<file path="src/rtl/reorder_buffer.sv">
// In-order retirement buffer: allocate in program order, accept writebacks by tag out of order,
// and retire the head entry onto the reg_file write port once its result is present.
module reorder_buffer #(
  parameter int DEPTH  = 8,
  parameter int TAG_W  = 3,
  parameter int DATA_W = 32
) (
  input  logic              clk,
  input  logic              reset,
  input  logic              alloc_valid,
  input  logic              alloc_has_rd,
  input  logic [4:0]        alloc_rd,
  output logic              alloc_ready,
  output logic [TAG_W-1:0]  alloc_tag,
  input  logic              wb_valid,
  input  logic [TAG_W-1:0]  wb_tag,
  input  logic [DATA_W-1:0] wb_data,
  input  logic              flush,
  output logic              commit_valid,
  output logic [TAG_W-1:0]  commit_tag,
  output logic [4:0]        commit_rd,
  output logic [DATA_W-1:0] commit_data,
  output logic              commit_RegWrite,
  output logic              empty,
  output logic [TAG_W:0]    count
);

  localparam logic [TAG_W:0] PTR_ONE  = {{TAG_W{1'b0}}, 1'b1};
  localparam logic [TAG_W:0] PTR_ZERO = {(TAG_W+1){1'b0}};
  localparam logic [TAG_W:0] FULL_CNT = (TAG_W+1)'(DEPTH);

  logic [DEPTH-1:0]  r_valid;
  logic [DEPTH-1:0]  r_done;
  logic [DEPTH-1:0]  r_has_rd;
  logic [4:0]        r_rd   [DEPTH];
  logic [DATA_W-1:0] r_data [DEPTH];
  logic [TAG_W:0]    r_head;
  logic [TAG_W:0]    r_tail;

  logic [TAG_W-1:0]  w_head_idx;
  logic [TAG_W-1:0]  w_tail_idx;
  logic [TAG_W:0]    w_count;
  logic              w_full;
  logic              w_alloc;
  logic              w_wb;
  logic              w_commit;

  assign w_head_idx  = r_head[TAG_W-1:0];
  assign w_tail_idx  = r_tail[TAG_W-1:0];
  assign w_count     = r_tail - r_head;
  assign w_full      = (w_count == FULL_CNT);
  assign w_alloc     = alloc_valid && !w_full;
  // A pending writeback and the retiring entry can never coincide: commit needs done, writeback needs !done.
  assign w_wb        = wb_valid && r_valid[wb_tag] && !r_done[wb_tag];
  assign w_commit    = r_valid[w_head_idx] && r_done[w_head_idx] && !flush;

  assign alloc_ready = !w_full;
  assign alloc_tag   = w_tail_idx;
  assign empty       = (w_count == PTR_ZERO);
  assign count       = w_count;

  always_ff @(posedge clk or posedge reset) begin
    if (reset) begin
      r_valid <= {DEPTH{1'b0}};
      r_done  <= {DEPTH{1'b0}};
      r_head  <= PTR_ZERO;
      r_tail  <= PTR_ZERO;
    end else if (flush) begin
      r_valid <= {DEPTH{1'b0}};
      r_done  <= {DEPTH{1'b0}};
      r_head  <= PTR_ZERO;
      r_tail  <= PTR_ZERO;
    end else begin
      if (w_commit) begin
        r_valid[w_head_idx] <= 1'b0;
        r_done[w_head_idx]  <= 1'b0;
        r_head              <= r_head + PTR_ONE;
      end
      if (w_wb) begin
        r_done[wb_tag] <= 1'b1;
      end
      // Placed last so a same-index allocation overrides a writeback in the same cycle.
      if (w_alloc) begin
        r_valid[w_tail_idx] <= 1'b1;
        r_done[w_tail_idx]  <= 1'b0;
        r_tail              <= r_tail + PTR_ONE;
      end
    end
  end

  always_ff @(posedge clk) begin
    if (!flush) begin
      if (w_wb) begin
        r_data[wb_tag] <= wb_data;
      end
      if (w_alloc) begin
        r_has_rd[w_tail_idx] <= alloc_has_rd;
        r_rd[w_tail_idx]     <= alloc_rd;
      end
    end
  end

  always_comb begin
    commit_valid    = w_commit;
    commit_tag      = {TAG_W{1'b0}};
    commit_rd       = 5'd0;
    commit_data     = {DATA_W{1'b0}};
    commit_RegWrite = 1'b0;
    if (w_commit) begin
      commit_tag      = w_head_idx;
      commit_rd       = r_rd[w_head_idx];
      commit_data     = r_data[w_head_idx];
      commit_RegWrite = r_has_rd[w_head_idx] && (r_rd[w_head_idx] != 5'd0);
    end else begin
      commit_tag      = {TAG_W{1'b0}};
      commit_rd       = 5'd0;
      commit_data     = {DATA_W{1'b0}};
      commit_RegWrite = 1'b0;
    end
  end

endmodule

</file>
<file path="config.mk">
export PLATFORM = sky130hd
export DESIGN_NAME = reorder_buffer
export DESIGN_NICKNAME = d
export VERILOG_FILES = /design/src/rtl/reorder_buffer.sv
export SDC_FILE = /design/constraint.sdc
export NUM_CORES = 1
export LEC_CHECK = 0
export CAP_MARGIN = 20
export CORE_UTILIZATION = 35
export CTS_CLUSTER_SIZE = 25
export DETAILED_ROUTE_END_ITERATION = 12
export GPL_TIMING_DRIVEN = 0
export SKIP_LAST_GASP = 1
export SLEW_MARGIN = 20
export SYNTH_ARGS = -nofsm -noshare
export SYNTH_HDL_FRONTEND = slang
export SYNTH_SLANG_ARGS = --single-unit
export TNS_END_PERCENT = 20
</file>
<file path="constraint.sdc">
create_clock -name clk -period 12.7 [get_ports clk]
set_input_delay 3.175 -clock clk [delete_from_list [all_inputs] [get_ports clk]]
set_output_delay 3.175 -clock clk [all_outputs]
set_load 0.005 [all_outputs]
</file>
==> flow_summary.ini <==
[outcome]
status = completed

[sta]
layout_setup_ws_ns = 3.66
fmax_mhz = 111
finalMaxSlewViolations = 0
hold-worst-slack_ns = 0.543
rsz0062_at_grt = false
slew_headroom_pct = 40.6
worst_pin_slew_ns = 0.885
skew_ns = 0.0158
min_period_ns = 9.04
fin_crit_sh_pct = 71.1
finalHoldViolCount = 0
setup_viol = 0
final.setup.tns_ns = 0

[finish]
fill_cells = 3115
layout-drive-gt1-share_pct = 13.9
final_common_cell = edfxtp_1
syn_to_final_growth_pct = 24.4
n_antenna_cell = 0
mostFrequentLayoutCells = edfxtp_1 (304), clkdlybuf4s50_1 (95), o22ai_1 (89)
nets = 996
instances_no_fill = 1430
multi_input_area_um2 = 2670
final-seq-area_um2 = 9730

[place]
preCtsSetupSlack_ns = 3.69
port_buffers = 95
place.gp.congestion = 0.840
post-dp-hpwl_um = 21800
dp_cells = 1368

[setup_path]
critPathSlowestCell = clkbuf_1
end_kind = primary output
cp.arrival_ns = 5.86
cp_slowest_stage_delay_ns = 0.64
crit_path_max_fanout = 10
cp-start-kind = input pin
worst-setup-path-type = in -> out
cp_cell_sequence = clkdlybuf4s50_1 > clkinv_1 > nand2_1 > o22a_1 > clkbuf_1 > nor2_1 > clkdlybuf4s50_1
crit_top_cell = clkdlybuf4s50_1
cp.required_ns = 9.52

[logic_synthesis]
syn_avg_cell_area_um2 = 16.3
netlist_instances = 771
synth-seq-area-share_pct = 77.4
synth_warnings = 0
synth_edf_count = 304
async_reset_ff_share_pct = 7.32
synthesis.nets = 823
synth-main-ff-cell = edfxtp_1
netlist_area_um2 = 12600
ys_seq_elements = 328
ys_types = 56

[route]
drt-pass1-iter-count = 5
drt_iter0_drc = 632
num_vias = 7870
wirelength_um = 32600
antenna_left = 0
viasPerCell = 5.50
wire_per_inst_um = 22.8
drc = 0

[power]
p_int_w = 0.00180
clkPwrFrac_pct = 43.8
p_total_w = 0.00224
p_sw_share_pct = 19.7
pwr-share-seq_pct = 53.1
switchingPower_w = 0.000441
vdd_drop_max_mv = 0.0852
p_leak_nw = 5.04
combPwrFrac_pct = 3.1
cellPowerDensity_nw_per_um2 = 143

[clock_tree]
cts_buffers = 35
cts_resized = 0
root_buffer = clkbuf_16
cts_sinks = 328
tritoncts = yes
cts_max_path_buffers = 3
hold_buffers = 0
cts.reportedPaths.clkPinSlew_ns = 0.06
htreeDepth = 2
clkLatencyLatePin_ns = 0.51
postCtsSetupBuffers = 0

[grt]
grt_overflow = 0
grt_usage_pct = 18.1
antenna_found_initial = 1
first_global_vias = 7880
grt_max_degree = 25
grt_first_pass_wirelength_um = 49100

[floorplanning]
start_util_pct = 35.4
die_x_um = 192
num_rows = 69
die_area_um2 = 36700
die_h_um = 192
io_pins = 97
core-area_um2 = 35500

[hold_path]
holdCritPathClass = reg -> reg

[job]
max-cap-violations = 0
flip-flops by register name, summed over array words and instances (netlist names):
signal / flops
r_done: 8
r_head: 4
r_data: 256
r_rd: 40
r_valid: 8
r_has_rd: 8
r_tail: 4
area by class of cell:
cell class | instances | area share [%]
sequential | 328 | 62.2
multi-input combinational | 379 | 17.0
timing repair buffer | 136 | 8.29
clock buffer | 44 | 5.95
tap | 461 | 3.69
buffer | 48 | 1.32
clock inverter | 18 | 1.11
inverter | 16 | 0.384
Yosys cell counts (all sizes together), types with 2 or more instances:
master,count,area share [%]
inv,14,0.42
a32o,2,0.16
o22a,21,1.5
buf,24,0.93
mux2i,6,0.48
or3,4,0.20
nand2,37,1.1
xor2,2,0.14
a211o,3,0.21
ha,5,0.50
nor3,16,0.64
mux2,5,0.45
clkbuf,24,0.72
a31o,2,0.14
nor3b,2,0.12
nor2b,6,0.30
dfrtp,24,4.8
o32a,2,0.16
a21oi,10,0.40
a211oi,3,0.18
a221o,3,0.24
xnor2,3,0.21
mux4,7,1.3
o31ai,4,0.24
nand2b,2,0.10
nor2,36,1.1
nand3,3,0.12
nand4,4,0.20
nor4,23,1.1
and2,3,0.15
o22ai,89,4.4
o221ai,20,1.4
or4,12,0.72
nand3b,3,0.18
clkinv,2,0.060
a41oi,6,0.42
edfxtp,304,73
o21ai,10,0.40
a31oi,9,0.45
and3,4,0.20
cells by family (layout without fill, tap and decap cells):
family | count (synthesis) | in the layout | synth area share [%]
fa+ha+maj | 6 | 6 | 0.657
flops | 328 | 328 | 77.4
buf+inv | 64 | 262 | 2.12
compound gates | 191 | 191 | 10.7
xor+xnor | 5 | 5 | 0.348
simple gates | 159 | 159 | 6.57
mux | 18 | 18 | 2.18
critical path: cells and delay by family:
family	cells	cell delay [ns]
compound gates	1	0.33
buf+inv	4	1.92
simple gates	2	0.43
worst paths after layout:
check / endpoint / depth (start not counted) / slack (ns) / from
setup / recovery: commit_data[9] / 7 / 3.66 / flush
hold / removal: r_valid[2] / 2 / 0.54 / r_valid[2]
setup reg to reg: r_rd[4][1] / 9 / 8.87 / r_head[1]
hold reg to reg: r_valid[2] / 2 / 0.54 / r_valid[2]
max in group asynchronous: r_head[2] / 2 / 9.21 / reset
min in group asynchronous: r_valid[0] / 2 / 3.07 / reset
metal layers:
metal  track usage (%)  wire [µm]
met1              24.3      14100
met4              5.04        760
met3              3.23       1970
met5                 0         14
met2              29.9      15800
per-stage QoR:
| stage | instance area [µm²] | util [%] |
|---|---|---|
| finish | 15600 | 44.1 |
| global route | 15600 | 44.1 |
| CTS | 15600 | 44.1 |
| detailed placement | 14500 | 40.9 |
| global placement | 14100 | 39.7 |
| floorplan | 12600 | - |
power groups by stage:
stage / clock [W] / combinational (W) / sequential, W
2_1_floorplan: 0 / 0.0000254 / 0.00121
3_3_place_gp: 0 / 0.0000642 / 0.00121
3_5_place_dp: 0 / 0.0000675 / 0.00121
4_1_cts: 0.000996 / 0.0000680 / 0.00119
5_1_grt: 0.00104 / 0.0000746 / 0.00119
6_report: 0.000980 / 0.0000684 / 0.00119
No activity file was read; power rests on OpenSTA's default activity.
